<file path="src/rtl/param_dep_resolver_pkg.sv">
// Shared types and helpers for the parameter dependency resolver.
package param_dep_pkg;

  localparam int unsigned N_NODES = 8;
  localparam int unsigned ID_W    = $clog2(N_NODES);

  typedef enum logic [1:0] {IDLE, SCAN, EMIT, DONE} state_e;

  typedef logic [ID_W-1:0]    node_id_t;
  typedef logic [N_NODES-1:0] mask_t;
  typedef mask_t [N_NODES-1:0] dep_mat_t;

  typedef struct packed {
    logic     valid;
    node_id_t idx;
  } pick_t;

  // Lowest set bit of a mask; valid is clear when the mask is empty.
  function automatic pick_t lowest_set(input mask_t m);
    pick_t r;
    r = '0;
    for (int i = N_NODES - 1; i >= 0; i--) begin
      if (m[i]) begin
        r.valid = 1'b1;
        r.idx   = ID_W'(i);
      end
    end
    return r;
  endfunction

endpackage

</file>
<file path="src/rtl/param_dep_resolver_if.sv">
// Edge-load, control and resolved-order signals of the dependency resolver.
interface param_dep_resolver_if;
  import param_dep_pkg::*;

  logic     clear;
  logic     edge_valid;
  logic     edge_ready;
  node_id_t edge_node;
  node_id_t edge_dep;
  mask_t    node_en;
  logic     start;
  logic     busy;
  logic     out_valid;
  logic     out_ready;
  node_id_t out_node;
  logic     done;
  logic     cycle_err;
  node_id_t cycle_node;

  modport master (
    output clear, edge_valid, edge_node, edge_dep, node_en, start, out_ready,
    input  edge_ready, busy, out_valid, out_node, done, cycle_err, cycle_node
  );

  modport slave (
    input  clear, edge_valid, edge_node, edge_dep, node_en, start, out_ready,
    output edge_ready, busy, out_valid, out_node, done, cycle_err, cycle_node
  );
endinterface

</file>
<file path="src/rtl/param_dep_resolver_pick.sv">
// Combinational selection of the lowest-index node whose dependencies are all resolved.
module dep_ready_pick
  import param_dep_pkg::*;
(
  input  dep_mat_t dep_i,
  input  mask_t    resolved_i,
  input  mask_t    en_i,
  output logic     found_o,
  output node_id_t pick_o,
  output logic     all_done_o,
  output node_id_t blocked_o
);

  mask_t unres_c;
  mask_t ready_c;
  pick_t pick_r;
  pick_t blk_r;

  assign unres_c = en_i & ~resolved_i;

  always_comb begin
    ready_c = '0;
    for (int i = 0; i < N_NODES; i++) begin
      ready_c[i] = unres_c[i] && ((dep_i[i] & ~resolved_i) == '0);
    end
  end

  assign pick_r     = lowest_set(ready_c);
  assign blk_r      = lowest_set(unres_c);
  assign found_o    = pick_r.valid;
  assign pick_o     = pick_r.idx;
  assign all_done_o = (unres_c == '0);
  assign blocked_o  = blk_r.idx;

endmodule

</file>
<file path="src/rtl/param_dep_resolver.sv">
// Dependency matrix storage and resolution FSM; emits a legal evaluation order or flags a cycle.
module param_dep_resolver
  import param_dep_pkg::*;
(
  input logic                 clk,
  input logic                 rst,
  param_dep_resolver_if.slave bus
);

  state_e   state_q, state_d;
  dep_mat_t dep_q, dep_d;
  mask_t    en_q, en_d;
  mask_t    resolved_q, resolved_d;
  logic     edge_ready_q, edge_ready_d;
  logic     busy_q, busy_d;
  logic     out_valid_q, out_valid_d;
  logic     done_q, done_d;
  logic     cycle_err_q, cycle_err_d;
  node_id_t out_node_q, out_node_d;
  node_id_t cycle_node_q, cycle_node_d;

  logic     found_c, all_done_c, start_ok_c, edge_hs_c;
  node_id_t pick_c, blocked_c;

  dep_ready_pick u_pick (
    .dep_i      (dep_q),
    .resolved_i (resolved_q),
    .en_i       (en_q),
    .found_o    (found_c),
    .pick_o     (pick_c),
    .all_done_o (all_done_c),
    .blocked_o  (blocked_c)
  );

  assign start_ok_c = bus.start && (state_q == IDLE || state_q == DONE);
  assign edge_hs_c  = bus.edge_valid && edge_ready_q;

  always_ff @(posedge clk) begin
    if (rst) state_q <= IDLE;
    else     state_q <= state_d;
  end

  always_comb begin
    state_d = state_q;
    case (state_q)
      IDLE:    if (bus.start) state_d = SCAN;
      SCAN:    state_d = found_c ? EMIT : DONE;
      EMIT:    if (bus.out_ready) state_d = SCAN;
      DONE:    if (bus.start) state_d = SCAN;
      default: state_d = IDLE;
    endcase
    if (bus.clear) state_d = IDLE;
  end

  always_comb begin
    dep_d        = dep_q;
    en_d         = en_q;
    resolved_d   = resolved_q;
    out_node_d   = out_node_q;
    done_d       = done_q;
    cycle_err_d  = cycle_err_q;
    cycle_node_d = cycle_node_q;

    // Indices outside the node range never match a row/column and are dropped.
    if (edge_hs_c) begin
      for (int i = 0; i < N_NODES; i++) begin
        for (int j = 0; j < N_NODES; j++) begin
          if (bus.edge_node == ID_W'(i) && bus.edge_dep == ID_W'(j)) dep_d[i][j] = 1'b1;
        end
      end
    end

    if (start_ok_c) begin
      en_d         = bus.node_en;
      resolved_d   = ~bus.node_en;
      done_d       = 1'b0;
      cycle_err_d  = 1'b0;
      cycle_node_d = '0;
    end

    if (state_q == SCAN) begin
      if (found_c) begin
        out_node_d = pick_c;
      end else if (all_done_c) begin
        done_d = 1'b1;
      end else begin
        done_d       = 1'b1;
        cycle_err_d  = 1'b1;
        cycle_node_d = blocked_c;
      end
    end

    if (state_q == EMIT && bus.out_ready) resolved_d[out_node_q] = 1'b1;

    edge_ready_d = (state_d == IDLE) || (state_d == DONE);
    busy_d       = (state_d == SCAN) || (state_d == EMIT);
    out_valid_d  = (state_d == EMIT);

    if (bus.clear) begin
      dep_d        = '0;
      en_d         = '0;
      resolved_d   = '0;
      out_node_d   = '0;
      done_d       = 1'b0;
      cycle_err_d  = 1'b0;
      cycle_node_d = '0;
    end
  end

  always_ff @(posedge clk) begin
    if (rst) begin
      dep_q        <= '0;
      en_q         <= '0;
      resolved_q   <= '0;
      edge_ready_q <= 1'b0;
      busy_q       <= 1'b0;
      out_valid_q  <= 1'b0;
      done_q       <= 1'b0;
      cycle_err_q  <= 1'b0;
      out_node_q   <= '0;
      cycle_node_q <= '0;
    end else begin
      dep_q        <= dep_d;
      en_q         <= en_d;
      resolved_q   <= resolved_d;
      edge_ready_q <= edge_ready_d;
      busy_q       <= busy_d;
      out_valid_q  <= out_valid_d;
      done_q       <= done_d;
      cycle_err_q  <= cycle_err_d;
      out_node_q   <= out_node_d;
      cycle_node_q <= cycle_node_d;
    end
  end

  assign bus.edge_ready = edge_ready_q;
  assign bus.busy       = busy_q;
  assign bus.out_valid  = out_valid_q;
  assign bus.out_node   = out_node_q;
  assign bus.done       = done_q;
  assign bus.cycle_err  = cycle_err_q;
  assign bus.cycle_node = cycle_node_q;

endmodule

</file>
<file path="src/flat_wrapper.sv">
// flat-port wrapper written by rule: the top's interface ports become plain ports
module param_dep_resolver_flat import param_dep_pkg::*;
  (clk, rst, bus_clear, bus_edge_valid, bus_edge_node, bus_edge_dep, bus_node_en, bus_start, bus_out_ready, bus_edge_ready, bus_busy, bus_out_valid, bus_out_node, bus_done, bus_cycle_err, bus_cycle_node);
  param_dep_resolver_if bus_i ();
  input logic clk;
  input logic rst;
  input wire logic [$bits(bus_i.clear)-1:0] bus_clear;
  input wire logic [$bits(bus_i.edge_valid)-1:0] bus_edge_valid;
  input wire logic [$bits(bus_i.edge_node)-1:0] bus_edge_node;
  input wire logic [$bits(bus_i.edge_dep)-1:0] bus_edge_dep;
  input wire logic [$bits(bus_i.node_en)-1:0] bus_node_en;
  input wire logic [$bits(bus_i.start)-1:0] bus_start;
  input wire logic [$bits(bus_i.out_ready)-1:0] bus_out_ready;
  output wire logic [$bits(bus_i.edge_ready)-1:0] bus_edge_ready;
  output wire logic [$bits(bus_i.busy)-1:0] bus_busy;
  output wire logic [$bits(bus_i.out_valid)-1:0] bus_out_valid;
  output wire logic [$bits(bus_i.out_node)-1:0] bus_out_node;
  output wire logic [$bits(bus_i.done)-1:0] bus_done;
  output wire logic [$bits(bus_i.cycle_err)-1:0] bus_cycle_err;
  output wire logic [$bits(bus_i.cycle_node)-1:0] bus_cycle_node;
  assign bus_i.clear = bus_clear;
  assign bus_i.edge_valid = bus_edge_valid;
  assign bus_i.edge_node = bus_edge_node;
  assign bus_i.edge_dep = bus_edge_dep;
  assign bus_i.node_en = bus_node_en;
  assign bus_i.start = bus_start;
  assign bus_i.out_ready = bus_out_ready;
  assign bus_edge_ready = bus_i.edge_ready;
  assign bus_busy = bus_i.busy;
  assign bus_out_valid = bus_i.out_valid;
  assign bus_out_node = bus_i.out_node;
  assign bus_done = bus_i.done;
  assign bus_cycle_err = bus_i.cycle_err;
  assign bus_cycle_node = bus_i.cycle_node;
  param_dep_resolver u_core (.clk(clk), .rst(rst), .bus(bus_i));
endmodule
</file>
<file path="config.mk">
export PLATFORM = sky130hd
export DESIGN_NAME = param_dep_resolver_flat
export DESIGN_NICKNAME = d
export VERILOG_FILES = /design/src/rtl/param_dep_resolver_pkg.sv /design/src/rtl/param_dep_resolver_if.sv /design/src/rtl/param_dep_resolver_pick.sv /design/src/rtl/param_dep_resolver.sv /design/src/flat_wrapper.sv
export SDC_FILE = /design/constraint.sdc
export NUM_CORES = 1
export LEC_CHECK = 0
export ABC_AREA = 0
export BUFFER_PORTS_ARGS = -buffer_cell sky130_fd_sc_hd__clkbuf_2
export CAP_MARGIN = 10
export CORE_MARGIN = 1
export CORE_UTILIZATION = 30
export CTS_BUF_LIST = sky130_fd_sc_hd__clkbuf_8 sky130_fd_sc_hd__clkbuf_16
export DETAILED_ROUTE_END_ITERATION = 16
export SLEW_MARGIN = 20
export SYNTH_ARGS = -nofsm -noshare
export SYNTH_HDL_FRONTEND = slang
export SYNTH_SLANG_ARGS = --single-unit
</file>
<file path="constraint.sdc">
create_clock -name clk -period 2.95 [get_ports clk]
set_input_delay 0.59 -clock clk [delete_from_list [all_inputs] [get_ports clk]]
set_output_delay 0.59 -clock clk [all_outputs]
set_load 0.01 [all_outputs]
</file>
==> qor.csv, run 1 <==
stage;metric;value;unit
sta;Clock Skew;0.007518;ns
sta;final hold vios;0;
floorplan;Row Count;41;
floorplan;IO Pins;31;
pwr;VDD IR-drop max;240.0;uV
place;hpwl dp;8224;microns
logic_synthesis;Yosys cell types;53;
clock_tree;worst skew pair latency;0.34;ns
clock_tree;CTS max path bufs;2;
setup_path;Worst path slowest cell;a2111oi_0;
run;Max-Cap Viols;0;
sta;Pins Over Slew Limit;0;
global_route;GR Util All Layers;17.17;%
logic_synthesis;Main synth FF type;dfxtp_1;
logic_synthesis;Seq cells post-synth;93;
clock_tree;Post-CTS Resized;0;
drt;vias;3542;
drt;drt total wl;11060;microns
floorplan;Die X-Extent;116.4;microns
layout;Synth-to-Final Area Change;16.15;%
sta;Tcrit/Tclk final;82.63;%
min_path;worst min path class;reg2reg;
global_route;vias in the first global route;3271;
pwr;Leakage;0.001655;uW
setup_path;CP startpoint kind;flip-flop;
layout;filler instances;1337;
clock_tree;CTS tree;done;
place;gpl congestion;0.9257;
logic_synthesis;Seq/Total Area, Yosys;47.39;%
sta;min Tclk post-route;2.437;ns
pwr;PD cells;561.7;nW/um^2
global_route;largest net degree at the start of global routing;57;
layout;layout cells sized above 1;14.17;%
sta;Worst-Margin Slew;0.6513;ns
sta;RSZ-0062 raised after global routing;false;
place;Buffers on Ports;30;
logic_synthesis;EDFF count, synth;0;
floorplan;floorplan die height;116.4;microns
floorplan;die area;13560;sq um
layout;commonest non-fill, non-tap cell in the layout;dfxtp_1;
clock_tree;setup repair bufs after CTS;0;
logic_synthesis;ys async rst share;0;%
clock_tree;Sink Count;93;
setup_path;Top delay family on crit path;simple AND/OR/NAND/NOR gates;
logic_synthesis;Syn Area/Cell;8.306;sq um
clock_tree;clk root buf;clkbuf_16;
global_route;grt total ovfl;0;
sta;endpoints failing setup;0;
clock_tree;CTS clk-pin slew, worst paths;0.07;ns
layout;most frequent cells in the layout;dfxtp_1 (93), a21oi_1 (85), nor2_1 (84);
setup_path;worst-path cell chain;nand2b_1 -> a2111oi_0 -> nand3_1 -> and4_4 -> nand2_1 -> a211o_1 -> ha_1 -> nor2b_1;
clock_tree;htree depth;3;
setup_path;crit-path max cell delay;0.64;ns
setup_path;CP bufs+invs;0;
logic_synthesis;synthesized area;3929;sq um
setup_path;crit-path max FO;8;
logic_synthesis;Syn Inst Count;473;
layout;Nets;527;
setup_path;crit path DAT;2.68;ns
floorplan;core region area;12670;sq um
drt;WL per Instance;16.27;microns
setup_path;critical path class;reg2reg;
sta;Fin Hold WS;0.4591;ns
setup_path;Required @ worst endpoint;3.19;ns
setup_path;CP Capture Type;flip-flop;
logic_synthesis;Post-Syn Nets;497;
layout;antenna cells;0;
clock_tree;Hold Buf Count CTS;0;
sta;FMAX;410.3;MHz
drt;Routed Antenna Nets;0;
floorplan;Initial Util;31.01;%
drt;Iter 0 DRT Violations;300;
sta;slew margin rel.;55.45;%
drt;Remaining DRCs;0;
logic_synthesis;synth warn;0;
drt;First-pass DRT Iterations;5;
global_route;antenna violations before repair;0;
global_route;first-pass GRT wire length;17440;microns
sta;Setup Total Neg Slack;0;ns
run_status;outcome;complete, no violations;
clock_tree;total CTS buffers;9;
drt;via/cell ratio;5.209;
## sequential cells by signal, summed over array words and instances, names as in the netlist
signal and flops:
u_core.dep_q 64, u_core.en_q 8, u_core.resolved_q 8, u_core.bus.cycle_node 3, u_core.bus.out_node 3, u_core.state_q 2
u_core.bus.busy 1, u_core.bus.cycle_err 1, u_core.bus.done 1, u_core.bus.edge_ready 1, u_core.bus.out_valid 1
## cell usage after synthesis (2+ instances only)
cell / n / area share [%]
o22ai_1: 2 / 0.32
a221oi_1: 3 / 0.67
nor2_1: 84 / 8.0
nand4_1: 3 / 0.48
a31oi_1: 2 / 0.32
and2_1: 2 / 0.32
and4_4: 2 / 0.57
a222oi_1: 3 / 0.76
o21ai_0: 10 / 1.3
a2111o_1: 4 / 1.1
nand2b_1: 11 / 1.8
ha_1: 4 / 1.3
o2111ai_1: 4 / 0.89
a41oi_1: 2 / 0.45
nor2b_1: 24 / 3.8
and2b_1: 2 / 0.38
and2b_2: 4 / 0.89
and3_1: 3 / 0.48
nand3_1: 9 / 1.1
or4_4: 2 / 0.57
a2111oi_0: 3 / 0.67
a221o_1: 3 / 0.76
buf_6: 2 / 0.57
inv_1: 14 / 1.3
nor3b_1: 7 / 1.3
clkbuf_1: 17 / 1.6
o211ai_1: 2 / 0.38
inv_2: 3 / 0.29
nor4_1: 4 / 0.64
a21oi_1: 85 / 11
or2_2: 2 / 0.32
dfxtp_1: 93 / 47
a211oi_1: 2 / 0.38
nor3_1: 7 / 0.89
nand2_1: 31 / 3.0
## report_power, final
group          switching, uW  internal [uW]  leakage (uW)
sequential              17.6           1270      0.000751
combinational            132           69.6      0.000766
clock                    480            592      0.000138
total                    630           1930       0.00166
## through the flow
step	area [sq um]	worst slack [ns]	instances	total power [uW]	utilization, %
CTS	4563	0.5192	680	2577	36.01
finish	4563	0.5125	680	2563	36.01
global route	4563	0.3355	680	2653	36.01
floorplan	3929	0.7564	473	1453	-
detailed placement	4284	0.5187	664	1515	33.81
global placement	4284	0.5710	664	1513	33.81
## cells by family (layout without fill, tap and decap cells)
group	after synthesis	count (layout)	synth area share, %
and+or+nand+nor	205	205	26.43
AOI/OAI and AO/OA	133	133	20.73
DFF	93	93	47.39
buffers and inverters	37	72	3.917
adders and majority gates	4	4	1.274
muxes	1	1	0.2548
## final cells by class
class	count	area, sq um	share of cell area (%)
Timing Repair Buffer	39	230.2	5.045
Tap cell	172	215.2	4.716
Sequential cell	93	1862	40.80
Clock inverter	6	40.04	0.8774
Multi-Input combinational cell	343	1913	41.92
Inverter	17	63.81	1.398
Clock buffer	10	239.0	5.237
## final timing paths
path                                   start                                to  slack [ns]  cells after the start
min               u_core.bus.done$_SDFF_PP0_        u_core.bus.done$_SDFF_PP0_        0.46                      2
min reg2reg       u_core.bus.done$_SDFF_PP0_        u_core.bus.done$_SDFF_PP0_        0.46                      2
max          u_core.resolved_q[4]$_SDFF_PP0_  u_core.bus.edge_ready$_SDFF_PP0_        0.51                      8
max reg2reg  u_core.resolved_q[4]$_SDFF_PP0_  u_core.bus.edge_ready$_SDFF_PP0_        0.51                      8
## worst min-delay path: cells and delay by family (launching register included)
family           cells  cell delay (ns)
AO/OA/AOI/OAI        1             0.05
flip-flops           1             0.31
AND/OR/NAND/NOR      1             0.05
## metal layers
layer	wire length (microns)	GRT usage [%]
met1	5119	22.26
met2	4969	27.14
met3	599	3.010
met4	372	9.316
met5	0	0
(Power assumes the default switching activity.)
==> inputs of run 2 (changes only) <==
- clock period: 2.95 -> 2.3 ns (I/O delays scaled with it)
==> run 2 against run 1 <==
Net effect: final cell count increased by 2.2%; critical endpoint unchanged; register-to-register slack got worse by 0.45 ns; worst setup slack got worse by 0.45 ns; largest power group unchanged; sequential power rose by 28%; wire length grew 1.9%.
==> qor.csv, run 2 (synthesis gave the netlist of run 1 again) <==
stage;metric;value;unit
run_status;outcome;complete, no violations;
layout;area occupied by multi-input gates;1959;sq um
layout;commonest non-fill, non-tap cell in the layout;dfxtp_1;
sta;Tcrit/Tclk final;97.36;%
layout;filler instances;1317;
floorplan;Initial Util;31.01;%
global_route;grt total ovfl;0;
setup_path;CP Capture Type;flip-flop;
place;hpwl dp;8325;microns
layout;Nets;542;
drt;Routed Antenna Nets;0;
setup_path;worst r2r src;u_core.resolved_q[3]$_SDFF_PP0_;
min_path;worst min path class;in2reg;
sta;Pins Over Slew Limit;0;
clock_tree;CTS clk-pin slew, worst paths;0.07;ns
drt;Iter 0 DRT Violations;371;
global_route;vias in the first global route;3473;
setup_path;R2R Setup Slk;0.06;ns
layout;Synth-to-Final Area Change;22.01;%
setup_path;crit-path max FO;6;
drt;via/cell ratio;5.219;
drt;drt total wl;11280;microns
setup_path;crit path DAT;2.47;ns
clock_tree;CTS max path bufs;2;
min_path;Hold EP;u_core.bus.busy$_SDFF_PP0_;
global_route;GR Util All Layers;17.57;%
run;Max-Cap Viols;0;
clock_tree;htree depth;3;
layout;Register Area;1878;sq um
pwr;Leakage;0.001762;uW
floorplan;floorplan die height;116.4;microns
setup_path;critical path class;reg2reg;
layout;most frequent cells in the layout;dfxtp_1 (86), a21oi_1 (85), nor2_1 (84);
drt;First-pass DRT Iterations;5;
place;Buffers on Ports;30;
layout;Core Util, Final;37.83;%
global_route;antenna violations before repair;0;
global_route;first-pass GRT wire length;18080;microns
setup_path;Required @ worst endpoint;2.53;ns
sta;Fin Hold WS;0.3606;ns
pwr;P_int;2700;uW
pwr;VDD IR-drop max;372.6;uV
pwr;NetSw;834.0;uW
sta;final hold vios;0;
pwr;sw frac;23.60;%
layout;Reg with most FFs;u_core.dep_q;
setup_path;R2R depth;8;
pwr;combinational power share;8.3;%
sta;endpoints failing setup;0;
clock_tree;Sink Count;93;
pwr;Pwr Total;3534;uW
setup_path;reg2reg end;u_core.bus.edge_ready$_SDFF_PP0_;
floorplan;Row Count;41;
drt;vias;3627;
layout;antenna cells;0;
min_path;hold wc startpoint;rst;
layout;layout cells sized above 1;19.50;%
place;placed cell area;4374;sq um
drt;Remaining DRCs;0;
layout;max FFs per register;64;
sta;Setup Total Neg Slack;0;ns
sta;Clock Skew;0.007558;ns
sta;min Tclk post-route;2.239;ns
pwr;PD cells;737.2;nW/um^2
place;gpl congestion;0.9722;
floorplan;Die X-Extent;116.4;microns
min_path;hold depth;2;
clock_tree;total CTS buffers;9;
pwr;clock power share;45.0;%
clock_tree;clk root buf;clkbuf_16;
floorplan;core region area;12670;sq um
clock_tree;Hold Buf Count CTS;0;
sta;slew margin rel.;58.68;%
drt;WL per Instance;16.22;microns
floorplan;IO Pins;31;
layout;final instance area;4793;sq um
global_route;largest net degree at the start of global routing;57;
sta;Worst-Margin Slew;0.6198;ns
layout;Regs by FF count;u_core.dep_q: 64 flops, u_core.en_q: 8 flops, u_core.resolved_q: 8 flops;
setup_path;CP startpoint kind;flip-flop;
floorplan;die area;13560;sq um
pwr;Seq pwr share;46.7;%
clock_tree;CTS tree;done;
clock_tree;worst skew pair latency;0.34;ns
sta;FMAX;446.6;MHz
==> run 2: cell types whose count changed in the layout (fill, tap and decap cells not counted), sizes merged <==
| cell | change |
|---|---|
| buf | +15 |
| bufinv | +2 |
| clkbuf | -1 |
| clkinv | +2 |
| clkinvlp | -2 |
| inv | -1 |
==> run 2: layout make-up <==
class	count	share of cell area, %
Multi-Input combinational cell	343	40.88
Sequential cell	93	39.18
Timing Repair Buffer	54	7.413
Clock buffer	9	4.699
Tap cell	172	4.490
Clock inverter	7	2.010
Inverter	17	1.331
==> run 2: how the worst max path moves through the flow <==
stage	from	slack (ns)	end
finish	u_core.resolved_q[3]$_SDFF_PP0_	0.06	u_core.bus.edge_ready$_SDFF_PP0_
global placement	u_core.resolved_q[4]$_SDFF_PP0_	-0.10	u_core.bus.edge_ready$_SDFF_PP0_
floorplan	u_core.resolved_q[3]$_SDFF_PP0_	0.11	u_core.bus.edge_ready$_SDFF_PP0_
detailed placement	u_core.resolved_q[4]$_SDFF_PP0_	-0.17	u_core.bus.edge_ready$_SDFF_PP0_
CTS	u_core.resolved_q[3]$_SDFF_PP0_	0.0005	u_core.bus.edge_ready$_SDFF_PP0_
global route	u_core.resolved_q[3]$_SDFF_PP0_	-0.02	u_core.bus.edge_ready$_SDFF_PP0_
==> run 2: per-stage QoR <==
step / cells / worst slack [ns]
after floorplan: 473 / 0.1064
after global placement: 676 / -0.1015
after detailed placement: 676 / -0.1694
after CTS: 692 / 0.0004534
after global routing: 695 / -0.01732
final: 695 / 0.06067
==> run 2: power by group through the flow <==
stage,Sequential [uW],Combinational (uW),Clock [uW]
3_5_place_dp,1690,270,0
6_report,1650,292,1590
4_1_cts,1650,273,1610
5_1_grt,1650,326,1680
2_1_floorplan,1680,180,0
3_3_place_gp,1690,267,0
==> run 2: metal layers <==
layer	routed length (microns)	GRT usage (%)	vias to the layer above	share of wire [%]
met5	0	0	-	0
met4	285	7.949	0	2.5
met3	594	2.543	29	5.3
met2	5286	28.52	135	47
met1	5108	23.08	1713	45
li1	-	-	1750	-
==> run 2: worst max-delay path: stages (launching register included) <==
cell	delay (ns)
dfxtp_4	0.37
inv_2	0.06
a221o_1	0.37
or4_4	0.50
and4_4	0.23
nand2_2	0.09
a211o_1	0.17
ha_4	0.22
nor2b_1	0.12
==> run 2: timing repair <==
item	4_1_cts	5_1_grt
setup buffers	0	3
endpoints found under the setup margin	2	3
endpoints found under the hold margin	0	0
resized for setup	5	14
pin swaps	0	3
